[config.mk]
export PLATFORM = sky130hd
export DESIGN_NAME = trace_collector
export DESIGN_NICKNAME = d
export VERILOG_FILES = /design/src/rtl/trace_collector.sv
export SDC_FILE = /design/constraint.sdc
export NUM_CORES = 1
export LEC_CHECK = 0
export ABC_AREA = 1
export BUFFER_PORTS_ARGS = -buffer_cell sky130_fd_sc_hd__buf_2
export CAP_MARGIN = 40
export CORE_ASPECT_RATIO = 0.8
export CORE_UTILIZATION = 37
export CTS_CLUSTER_SIZE = 24
export DETAILED_ROUTE_END_ITERATION = 12
export GPL_TIMING_DRIVEN = 0
export PLACE_DENSITY = 0.67
export RECOVER_POWER = 50
export SYNTH_ARGS = -nofsm -noshare
export SYNTH_HDL_FRONTEND = slang
export SYNTH_SLANG_ARGS = --single-unit
[constraint.sdc]
create_clock -name clk -period 3.7 [get_ports clk]
set_input_delay 0.74 -clock clk [delete_from_list [all_inputs] [get_ports clk]]
set_output_delay 0.74 -clock clk [all_outputs]
set_load 0.02 [all_outputs]
[src/rtl/trace_collector.sv]
// trace_collector: per-channel trace FIFOs drained round-robin into one channel-tagged stream.
// Optional capture timestamps are built when TRACE_TIMESTAMP_EN is defined.
module trace_collector #(
    parameter int NCH   = 4,
    parameter int TW    = 32,
    parameter int FD    = 4,
    parameter int TSw   = 16,
    parameter int DROPw = 8,
    parameter int CHw   = (NCH > 1) ? $clog2(NCH) : 1
) (
    input  logic                 clk,
    input  logic                 reset,
    input  logic [NCH-1:0]       trigger_in,
    input  logic [NCH*TW-1:0]    trace_in,
    output logic                 out_valid,
    input  logic                 out_ready,
    output logic [TW-1:0]        out_trace,
    output logic [CHw-1:0]       out_ch,
    output logic [TSw-1:0]       out_ts,
    input  logic                 clear,
    output logic [NCH*DROPw-1:0] drop_cnt,
    output logic [NCH-1:0]       overflow
);
    localparam int AW = $clog2(FD);
`ifdef TRACE_TIMESTAMP_EN
    localparam int EW = TW + TSw;
    logic [TSw-1:0] ts_cnt;
`else
    localparam int EW = TW;
`endif

    logic [EW-1:0]  mem [NCH][FD];
    logic [AW:0]    wr_ptr [NCH];
    logic [AW:0]    rd_ptr [NCH];
    logic [NCH-1:0] nonempty, full, push, pop, drop;
    logic [CHw-1:0] last_gnt, gnt_ch_p0;
    logic           gnt_vld_p0, load_p0;
    logic [EW-1:0]  gnt_entry_p0;

    function automatic logic [DROPw-1:0] sat_inc(input logic [DROPw-1:0] v);
        return (&v) ? v : v + DROPw'(1);
    endfunction

    // Extra pointer MSB separates full from empty when the index bits match.
    always_comb begin
        for (int i = 0; i < NCH; i++) begin
            nonempty[i] = (wr_ptr[i] != rd_ptr[i]);
            full[i]     = (wr_ptr[i][AW] != rd_ptr[i][AW]) &&
                          (wr_ptr[i][AW-1:0] == rd_ptr[i][AW-1:0]);
        end
    end

    // Stage p0: round-robin grant, searching from last_gnt+1 with wrap.
    assign load_p0 = !out_valid || out_ready;

    always_comb begin
        logic [CHw-1:0] idx_ch;
        gnt_vld_p0 = 1'b0;
        gnt_ch_p0  = '0;
        idx_ch     = '0;
        for (int k = 1; k <= NCH; k++) begin
            idx_ch = CHw'((int'(last_gnt) + k) % NCH);
            if (load_p0 && !gnt_vld_p0 && nonempty[idx_ch]) begin
                gnt_vld_p0 = 1'b1;
                gnt_ch_p0  = idx_ch;
            end
        end
    end

    // A pop on the same edge frees the slot, so a full FIFO can still accept.
    always_comb begin
        for (int i = 0; i < NCH; i++) begin
            pop[i]  = gnt_vld_p0 && (gnt_ch_p0 == CHw'(i));
            push[i] = trigger_in[i] && (!full[i] || pop[i]);
            drop[i] = trigger_in[i] && full[i] && !pop[i];
        end
    end

    assign gnt_entry_p0 = mem[gnt_ch_p0][rd_ptr[gnt_ch_p0][AW-1:0]];

    always_ff @(posedge clk or posedge reset) begin
        if (reset) begin
            for (int i = 0; i < NCH; i++) begin
                wr_ptr[i] <= '0;
                rd_ptr[i] <= '0;
            end
        end else begin
            for (int i = 0; i < NCH; i++) begin
                if (push[i]) wr_ptr[i] <= wr_ptr[i] + (AW+1)'(1);
                if (pop[i])  rd_ptr[i] <= rd_ptr[i] + (AW+1)'(1);
            end
        end
    end

    always_ff @(posedge clk) begin
        for (int i = 0; i < NCH; i++) begin
            if (push[i]) begin
`ifdef TRACE_TIMESTAMP_EN
                mem[i][wr_ptr[i][AW-1:0]] <= {ts_cnt, trace_in[i*TW +: TW]};
`else
                mem[i][wr_ptr[i][AW-1:0]] <= trace_in[i*TW +: TW];
`endif
            end
        end
    end

    // Stage p1: output register; data holds while stalled or after retirement.
    always_ff @(posedge clk or posedge reset) begin
        if (reset) begin
            out_valid <= 1'b0;
            out_trace <= '0;
            out_ch    <= '0;
            last_gnt  <= CHw'(NCH - 1);
`ifdef TRACE_TIMESTAMP_EN
            out_ts    <= '0;
`endif
        end else if (load_p0) begin
            out_valid <= gnt_vld_p0;
            if (gnt_vld_p0) begin
                out_trace <= gnt_entry_p0[TW-1:0];
                out_ch    <= gnt_ch_p0;
                last_gnt  <= gnt_ch_p0;
`ifdef TRACE_TIMESTAMP_EN
                out_ts    <= gnt_entry_p0[EW-1:TW];
`endif
            end
        end
    end

`ifdef TRACE_TIMESTAMP_EN
    always_ff @(posedge clk or posedge reset) begin
        if (reset) ts_cnt <= '0;
        else       ts_cnt <= ts_cnt + TSw'(1);
    end
`else
    assign out_ts = '0;
`endif

    // A drop on the clear edge survives the clear as a single count.
    always_ff @(posedge clk or posedge reset) begin
        if (reset) begin
            drop_cnt <= '0;
            overflow <= '0;
        end else begin
            for (int i = 0; i < NCH; i++) begin
                if (clear) begin
                    drop_cnt[i*DROPw +: DROPw] <= drop[i] ? DROPw'(1) : '0;
                    overflow[i]                <= drop[i];
                end else if (drop[i]) begin
                    drop_cnt[i*DROPw +: DROPw] <= sat_inc(drop_cnt[i*DROPw +: DROPw]);
                    overflow[i]                <= 1'b1;
                end
            end
        end
    end
endmodule

== Word-level counts from Yosys, hierarchy flattened ==
Memories as Yosys holds them, arrays and structs flattened.
Index checks and enable logic that the tools add are counted.
Storage, ports and cells
  flip-flop bits (word level): 97
  bits in writable memories: 512
  output and inout bits: 87
  word-level logic and storage cells: 200
  memories kept: 1
Cells by class
  add/subtract/negate cells: 16
  order comparisons: 14
  equal/unequal tests: 19
  mux-type cells: 62
  bitwise operators: 6
  reduce and logical (&&, ||, !) cells: 62
Memories
  mem: depth 4, bits a word 128, read ports 1, clocked after Yosys merged registers in 0, wr ports 4, RTL line 32  | logic [EW-1:0] mem [NCH][FD];
Operator list (count)
  $mux W128: 4
  $demux W32 S2: 4
  $mux W32: 6
  $mux W8: 12
  $bmux W32 S2: 1
  $add A8 B1 Y8 const B: 4
  $reduce_and A8 Y1: 4
  $logic_and A1 B1 Y1: 31
  $add A3 B1 Y3 const B: 8
  $mux W1: 24
  $ge A3 B3 Y1 const B: 6
  $not A2 Y3: 6
  $logic_not A1 Y1: 12
  $lt A2 B3 Y1 const B: 4
  $lt A3 B1 Y1 const B: 4
  $mux W2: 6
  $ne A3 B3 Y1: 4
  $reduce_and A2 Y1: 5
  $bmux W1 S2: 4
  $eq A2 B2 Y1: 4
  $ne A2 B2 Y1 const B: 4
  $reduce_bool A2 Y1: 4
  $bmux W3 S2: 1
  $logic_or A1 B1 Y1: 5
  6 further kinds: 12

== Depth between registers and ports, before layout ==
Gate-level depths: netlist of the first run.
  word-level depth: 25
  gate-level depth with buffers: 25
  gate-level depth less buffers: 23

== Worst setup path before layout of the first run ==
Ideal clock, no wire load.
  path type: register to register
  from: register last_gnt[0]
  to: memory mem[1][100] (netlist name) (enable)
  library setup time: 0.421 ns
  arrival: 3.463 ns
  setup slack: -0.184 ns
  stages on the path, launching flop included: 15
  buffers on the path: 3
  clock period less this slack: 3.884 ns
  cells stage by stage: dfstp_2 buf_2 xor2_2 nand3_1 nand2_2 nand4_2 nor2_2 nand2_2 nand2_4 buf_6 buf_6 nand2_2 nand2_1 nand2_1 nor2_1
RTL lines
  start, declared: RTL line 36  | logic [CHw-1:0] last_gnt, gnt_ch_p0;
  start signal, assigned: RTL line 113  | last_gnt <= CHw'(NCH - 1);
  start signal, assigned: RTL line 122  | last_gnt <= gnt_ch_p0;
  end, declared: RTL line 32

== Worst setup path after layout of the first run ==
  from: register last_gnt[0]
  to: register out_trace[16]
On the way
  cells in the longest elaborated chain, start to end: 25
  elaborated cells on any way between the ends: 40
  those cells by class: add/sub: 4; mux: 22; bitwise: 2; reduce/logical: 11; memory: 1
RTL lines
  $add A2 B1 Y2: RTL line 62  | idx_ch = CHw'((int'(last_gnt) + k) % NCH);
  $bmux W1 S2: RTL line 63  | if (load_p0 && !gnt_vld_p0 && nonempty[idx_ch]) begin
  $mux W1 (not written as such): RTL line 63
  $logic_and A1 B1 Y1: RTL line 63
  $mux W1: RTL line 63
  $logic_not A1 Y1: RTL line 63
  $logic_and A1 B1 Y1 (2 in a row): RTL line 63
  $mux W1: RTL line 63
  (+5 left out)
  $logic_and A1 B1 Y1 (2 in a row): RTL line 63
  $mux W2: RTL line 63
  $not A2 Y3 (not written as such): RTL line 79  | assign gnt_entry_p0 = mem[gnt_ch_p0][rd_ptr[gnt_ch_p0][AW-1:0]];
  $bmux W3 S2: RTL line 79
  $mux W2 (not written as such) (2 in a row): RTL line 79
  $not A2 Y3 (not written as such): RTL line 79
  $bmux W32 S2: RTL line 79
  $mux W32 (not written as such) (2 in a row): RTL line 79
  end signal, assigned: RTL line 120  | out_trace <= gnt_entry_p0[TW-1:0];
  end, declared: RTL line 17  | output logic [TW-1:0] out_trace,
Several ways; a longest one is shown, not always the timed one. The select of a mux whose other input is x is not followed.
A chain may end at the register's enable or synchronous reset.

==> results of run 1 <==
[state kept, by name (all words and copies together), names as in the netlist]
name	count
mem	512
last_gnt	2
rd_ptr	12
out_valid	1
wr_ptr	12
out_trace	32
out_ch	2
drop_cnt	32
overflow	4
[cell type report]
cell class / instances / area share (%)
diodes: 9 / 0.0699
plain buffers: 154 / 2.86
clock buffers: 71 / 4.92
clock inverters: 44 / 1.43
inverters: 168 / 1.97
multi-input cells: 1829 / 24.8
flip-flops and latches: 609 / 55.3
well taps: 945 / 3.67
repair buffers: 255 / 5.03
[worst max-delay path, delay by kind of cell, from the launching register on]
kind,cells,cell delay (ns)
flip-flops,1,0.51
AND/OR/NAND/NOR,14,1.50
XOR/XNOR,1,0.24
buffers and inverters,5,1.21
[routing by layer]
layer	part of all wire (%)	global-route usage [%]	routed length (um)
met2	44	34.3	37900
met1	41	32.4	35900
met3	13	6.43	11300
met4	1.7	4.72	1500
met5	0.13	0	117
[final timing paths]
check | slack, ns | end
worst max-delay path | 0.20 | out_trace[16]
worst min-delay path | 0.35 | mem[2][46]
worst max register to register | 0.20 | out_trace[16]
worst min register to register | 0.48 | out_trace[12]
max in group asynchronous | 0.53 | out_trace[27]
min in group asynchronous | 0.54 | drop_cnt[29]
[cells in the final DEF, fill, tap and decap left out, types with 24 or more instances in the layout]
master,instances
dfrtp_1,95
nand3_1,327
nand2_1,1298
ha_1,24
buf_2,104
clkbuf_1,198
inv_2,32
clkbuf_16,61
edfxtp_1,512
nor2_1,34
xor2_1,27
inv_1,133
buf_4,59
[logic make-up (layout without fill, tap and decap cells)]
kind of cell    after synthesis  count (layout)  share of synthesized area, %
simple gates               1712            1713                          25.6
fa+ha+maj                    24              24                          1.11
other cells                   1              25                        0.0138
xor+xnor                     33              33                          1.09
compound gates               43              43                         0.876
buf+inv                     322             692                          5.68
flops                       609             609                          65.6
[metrics by stage]
step | instances | worst slack [ns] | utilization [%]
floorplan | 2759 | -0.184 | -
detailed placement | 3929 | -0.290 | 41.5
global placement | 3910 | -2.01 | 40.7
global route | 4080 | 0.00725 | 44.5
CTS | 4055 | 0.0218 | 44.5
finish | 4084 | 0.199 | 44.5
[what timing repair did]
action / 4_1_cts / 5_1_grt
hold endpoints to repair: 4 / 0
setup buffers: 9 / 20
cloned: 1 / 0
endpoints found under the setup margin: 133 / 277
hold buffers: 1 / 0
gates resized for setup: 2 / 16
pin swaps: 5 / 10
==> impl_metrics.csv, run 1 <==
group,metric,value,unit
synthesis,synth_commonest_cells,"nand2_1 (1299), edfxtp_1 (512), nand3_1 (327), inv_1 (134), dfrtp_1 (95)",
clock_tree,numCtsBuffers,61,
detailed_routing,drt_iter0_drc,2680,
hold_path,hold_depth,1,
clock_tree,cts-root-buf,"clkbuf_16",
clock_tree,cts_sinks,609,
synthesis,synth_seq_cells,609,
setup_path,cpMaxStageDelayCell,"dfstp_2",
final_layout,multi_input_area,7980,sq um
sta,timing.hold.ws,0.348,ns
sta,period_share,94.6,%
synthesis,ys_async_sr_fraction,15.9,%
global_route,grt_pass1_vias,19110,
sta,fin_worst_skew,0.0257,ns
clock_tree,cts_tree,"yes",
synthesis,synth_top_area_cell,"edfxtp_1",
global_route,grt_overflow,0,
final_layout,stdcell_area,32200,sq um
global_route,antenna_found_initial,17,
setup_path,reg2reg_depth,20,
place,port_buffers,206,
synthesis,syn_avg_cell_area,9.89,sq um
synthesis,synth_cell_type_count,36,
synthesis,syn_inst,2744,
place,dp_hpwl,63900,um
floorplanning,initial_core_util,37.5,%
detailed_routing,drc,0,
sta,tns,0,ns
sta,fmax,286,MHz
setup_path,cp_cell_sequence,"buf_2 -> xor2_2 -> inv_2 -> nand3_1 -> nand2_1 -> nand4_2 -> nor2_2 -> nand2_2 -> buf_2 -> clkbuf_1 -> nand3_1 -> nand2_1 -> nand2_1 -> nand2_1 -> inv_1 -> nand2_1 -> nand3_1 -> nand2_1 -> nand2_1 -> nand2_1",
final_layout,area_growth,18.7,%
setup_path,worstPathMaxFanout,10,
hold_path,hold_start,"trace_in[78]",
floorplanning,row_count,88,
synthesis,yosysMostFrequentCell,"nand2_1",
detailed_routing,vias,20518,
hold_path,hold_path_class,"input pin to flop",
clock_tree,htreeDepth,2,
sta,setup-violations-final,0,
synthesis,synth-main-ff-cell,"edfxtp_1",
final_layout,post_route_cells_drive_above_1_share,12.5,%
detailed_routing,routed_wl,86800,um
place,post_dp_cell_area,30000,sq um
setup_path,arrival,4.09,ns
floorplanning,die_area,74400,sq um
final_layout,final_nets,3238,
job,drv_cap,0,
synthesis,synthTopCellsByArea,"edfxtp_1 (57%), nand2_1 (18%), dfrtp_1 (8.8%), nand3_1 (6.0%), inv_1 (1.9%)",
synthesis,yosysSeqAreaShare,65.6,%
floorplanning,coreArea,72300,sq um
floorplanning,ioPinCount,223,
setup_path,cp.required,4.29,ns
global_route,grt_max_degree,56,
detailed_routing,antenna_left,0,
sta,worstMarginPinSlew,1.48,ns
place,gp_congestion,0.947,
setup_path,cpMostUsedCell,"nand2_1",
clock_tree,clockBufferDepth,3,
sta,finalHoldViolCount,0,
setup_path,endpoint_kind,"flop",
synthesis,ys_warn_count,0,
setup_path,slowest_delay,0.51,ns
detailed_routing,vias_per_cell,5.02,
detailed_routing,firstDrtPassIters,6,
synthesis,syn_area,27100,sq um
synthesis,synth_edf_count,512,
setup_path,startpoint,"last_gnt[0]",
sta,grt_setup_unrepaired,"false",
sta,drv_slew,0,
sta,min_period,3.50,ns
setup_path,crit_path_start_kind,"flop",
sta,timing.slew.headroom,1.14,%
floorplanning,die_h,244,um
clock_tree,clk_latency,0.65,ns
floorplanning,fp.dieW,305,um
setup_path,crit_type,"flop to flop",
run_status,outcome,"complete, no violations",
synthesis,synth_top_area_share,56.7,%
detailed_routing,wl_per_cell,21.2,um
clock_tree,path_clk_slew,0.07,ns
global_route,grt_first_pass_wirelength,125000,um
global_route,grt_use_total,22.7,%
setup_path,rr_startpoint,"last_gnt[0]",
final_layout,seq_area,17800,sq um
final_layout,fillers,6685,
Power of run 1 is left out: the tool's default activity adds up to more than one toggle a clock period on the data nets, which glitch-free logic cannot reach.
==> inputs of run 2 (changes only) <==
--- a/config.mk
+++ b/config.mk
@@ -13,7 +13,7 @@
 export CTS_CLUSTER_SIZE = 24
 export DETAILED_ROUTE_END_ITERATION = 12
 export GPL_TIMING_DRIVEN = 0
-export PLACE_DENSITY = 0.67
+export PLACE_DENSITY = 0.65
 export RECOVER_POWER = 50
 export SYNTH_ARGS = -nofsm -noshare
 export SYNTH_HDL_FRONTEND = slang
==> constraint.sdc (replaced) <==
create_clock -name clk -period 3.45 [get_ports clk]
set_input_delay 0.69 -clock clk [delete_from_list [all_inputs] [get_ports clk]]
set_output_delay 0.69 -clock clk [all_outputs]
set_load 0.02 [all_outputs]
==> impl_metrics.csv, run 2 (synthesized netlist as in run 1, its figures left out) <==
group,metric,value,unit
run_status,outcome,"finished with violations",
run_status,violations,"capacitance limit, slew limit",
global_route,busiest_layer,"met2",
detailed_routing,firstDrtPassIters,6,
sta,timing.slew.headroom,-17.3,%
setup_path,rr_startpoint,"last_gnt[0]",
setup_path,cp.required,4.00,ns
final_layout,largest_register_ffs,512,
global_route,globalRouteMet2Util,34.3,%
floorplanning,coreArea,72300,sq um
final_layout,final_common_cell,"nand2_1",
final_layout,seq_area,17800,sq um
sta,drv_slew,100,
final_layout,multi_input_area,8020,sq um
hold_path,hold_start,"trace_in[49]",
detailed_routing,drt_iter0_drc,3081,
global_route,met3_usage,6.21,%
final_layout,area_growth,20.4,%
setup_path,worstPathMaxFanout,10,
floorplanning,fp.dieW,305,um
clock_tree,clk_latency,0.62,ns
place,dp_hpwl,64300,um
sta,finalHoldViolCount,0,
setup_path,cp_cell_sequence,"xor2_4 -> inv_2 -> nand3_1 -> nand2_1 -> nand4_2 -> nor2_4 -> nand2_4 -> buf_2 -> clkbuf_1 -> nand3_1 -> nand2_1 -> nand2_1 -> nand2_1 -> inv_1 -> nand2_1 -> nand3_1 -> nand2_1 -> nand2_1 -> nand2_1",
detailed_routing,drc,0,
clock_tree,cts-root-buf,"clkbuf_16",
floorplanning,row_count,88,
sta,min_period,3.28,ns
global_route,grt_use_total,22.9,%
clock_tree,htreeDepth,3,
sta,worstMarginPinSlew,1.75,ns
detailed_routing,routed_wl,87100,um
global_route,grt_pass1_vias,18757,
final_layout,fillers,6670,
setup_path,arrival,3.83,ns
global_route,grt_first_pass_wirelength,124000,um
detailed_routing,vias_per_cell,5.04,
final_layout,final_nets,3239,
setup_path,startpoint,"last_gnt[0]",
clock_tree,path_clk_slew,0.06,ns
setup_path,endpoint_kind,"flop",
clock_tree,cts_sinks,609,
sta,fin_worst_skew,0.0304,ns
sta,period_share,95.0,%
setup_path,slowest_delay,0.68,ns
hold_path,hold_path_class,"input pin to flop",
clock_tree,postCtsHoldBufs,0,
clock_tree,numCtsBuffers,66,
setup_path,cpMostUsedCell,"nand2_1",
final_layout,final_cell_mix,"nand2_1 (1294), edfxtp_1 (512), nand3_1 (326)",
setup_path,crit_type,"flop to flop",
floorplanning,die_area,74400,sq um
global_route,grt_max_degree,62,
global_route,use_met1,33.2,%
sta,setup-violations-final,0,
sta,tns,0,ns
sta,timing.hold.ws,0.335,ns
place,gp_congestion,0.945,
floorplanning,die_h,244,um
clock_tree,cts_tree,"yes",
setup_path,cpMaxStageDelayCell,"dfstp_2",
job,drv_cap,2,
setup_path,crit_path_start_kind,"flop",
final_layout,post_route_cells_drive_above_1_share,13.5,%
detailed_routing,antenna_left,0,
clock_tree,clockBufferDepth,3,
global_route,grt_overflow,0,
global_route,antenna_found_initial,21,
place,port_buffers,206,
sta,fmax,305,MHz
detailed_routing,wl_per_cell,21.3,um
detailed_routing,vias,20597,
floorplanning,ioPinCount,223,
floorplanning,initial_core_util,37.5,%
run 2: per-layer routing:
metal | vias up | wire length [um]
li1 | 9621 | -
met1 | 9670 | 36600
met2 | 1171 | 37800
met3 | 117 | 11000
met4 | 18 | 1570
met5 | - | 121
run 2: path summary, 6_finish.rpt:
| path | end | slack, ns | depth (start not counted) |
|---|---|---|---|
| setup / recovery | out_trace[11] | 0.17 | 19 |
| hold / removal | mem[1][81] | 0.34 | 1 |
| setup reg to reg | out_trace[11] | 0.17 | 19 |
| hold reg to reg | out_trace[1] | 0.48 | 2 |
| max in group asynchronous | out_trace[28] | 0.60 | 3 |
| min in group asynchronous | drop_cnt[30] | 0.48 | 2 |
run 2: worst max-delay path: cells and delay by family (launching register included):
kind                      cells  cell delay, ns
xor gates and xnor gates      1            0.21
DFF                           1            0.68
and+or+nand+nor              14            1.41
buffers and inverters         4            0.90
run 2: layout make-up:
| class | count | share of cell area, % |
|---|---|---|
| Multi-Input combinational cell | 1829 | 24.5 |
| Inverter | 168 | 1.95 |
| Sequential cell | 609 | 54.5 |
| Clock buffer | 83 | 5.66 |
| Antenna cell | 12 | 0.0919 |
| Timing Repair Buffer | 252 | 5.15 |
| Tap cell | 945 | 3.62 |
| Buffer | 153 | 2.96 |
| Clock inverter | 38 | 1.56 |
run 2: through the flow:
stage               area, sq um  util (%)  setup WS (ns)  instances
detailed placement        30000      41.4         -0.530       3928
global placement          29400      40.7          -2.28       3910
finish                    32700      45.2          0.172       4089
floorplan                 27200         -         -0.434       2759
CTS                       32700      45.2         0.0148       4073
global route              32700      45.1        -0.0119       4081
run 2: repair_timing:
action | in CTS | in global routing
endpoints found under the setup margin | 467 | 450
setup buffers | 23 | 4
gates resized for setup | 9 | 53
cloned | 1 | 1
pin swaps | 17 | 3
Power of run 2 is left out for the same reason.
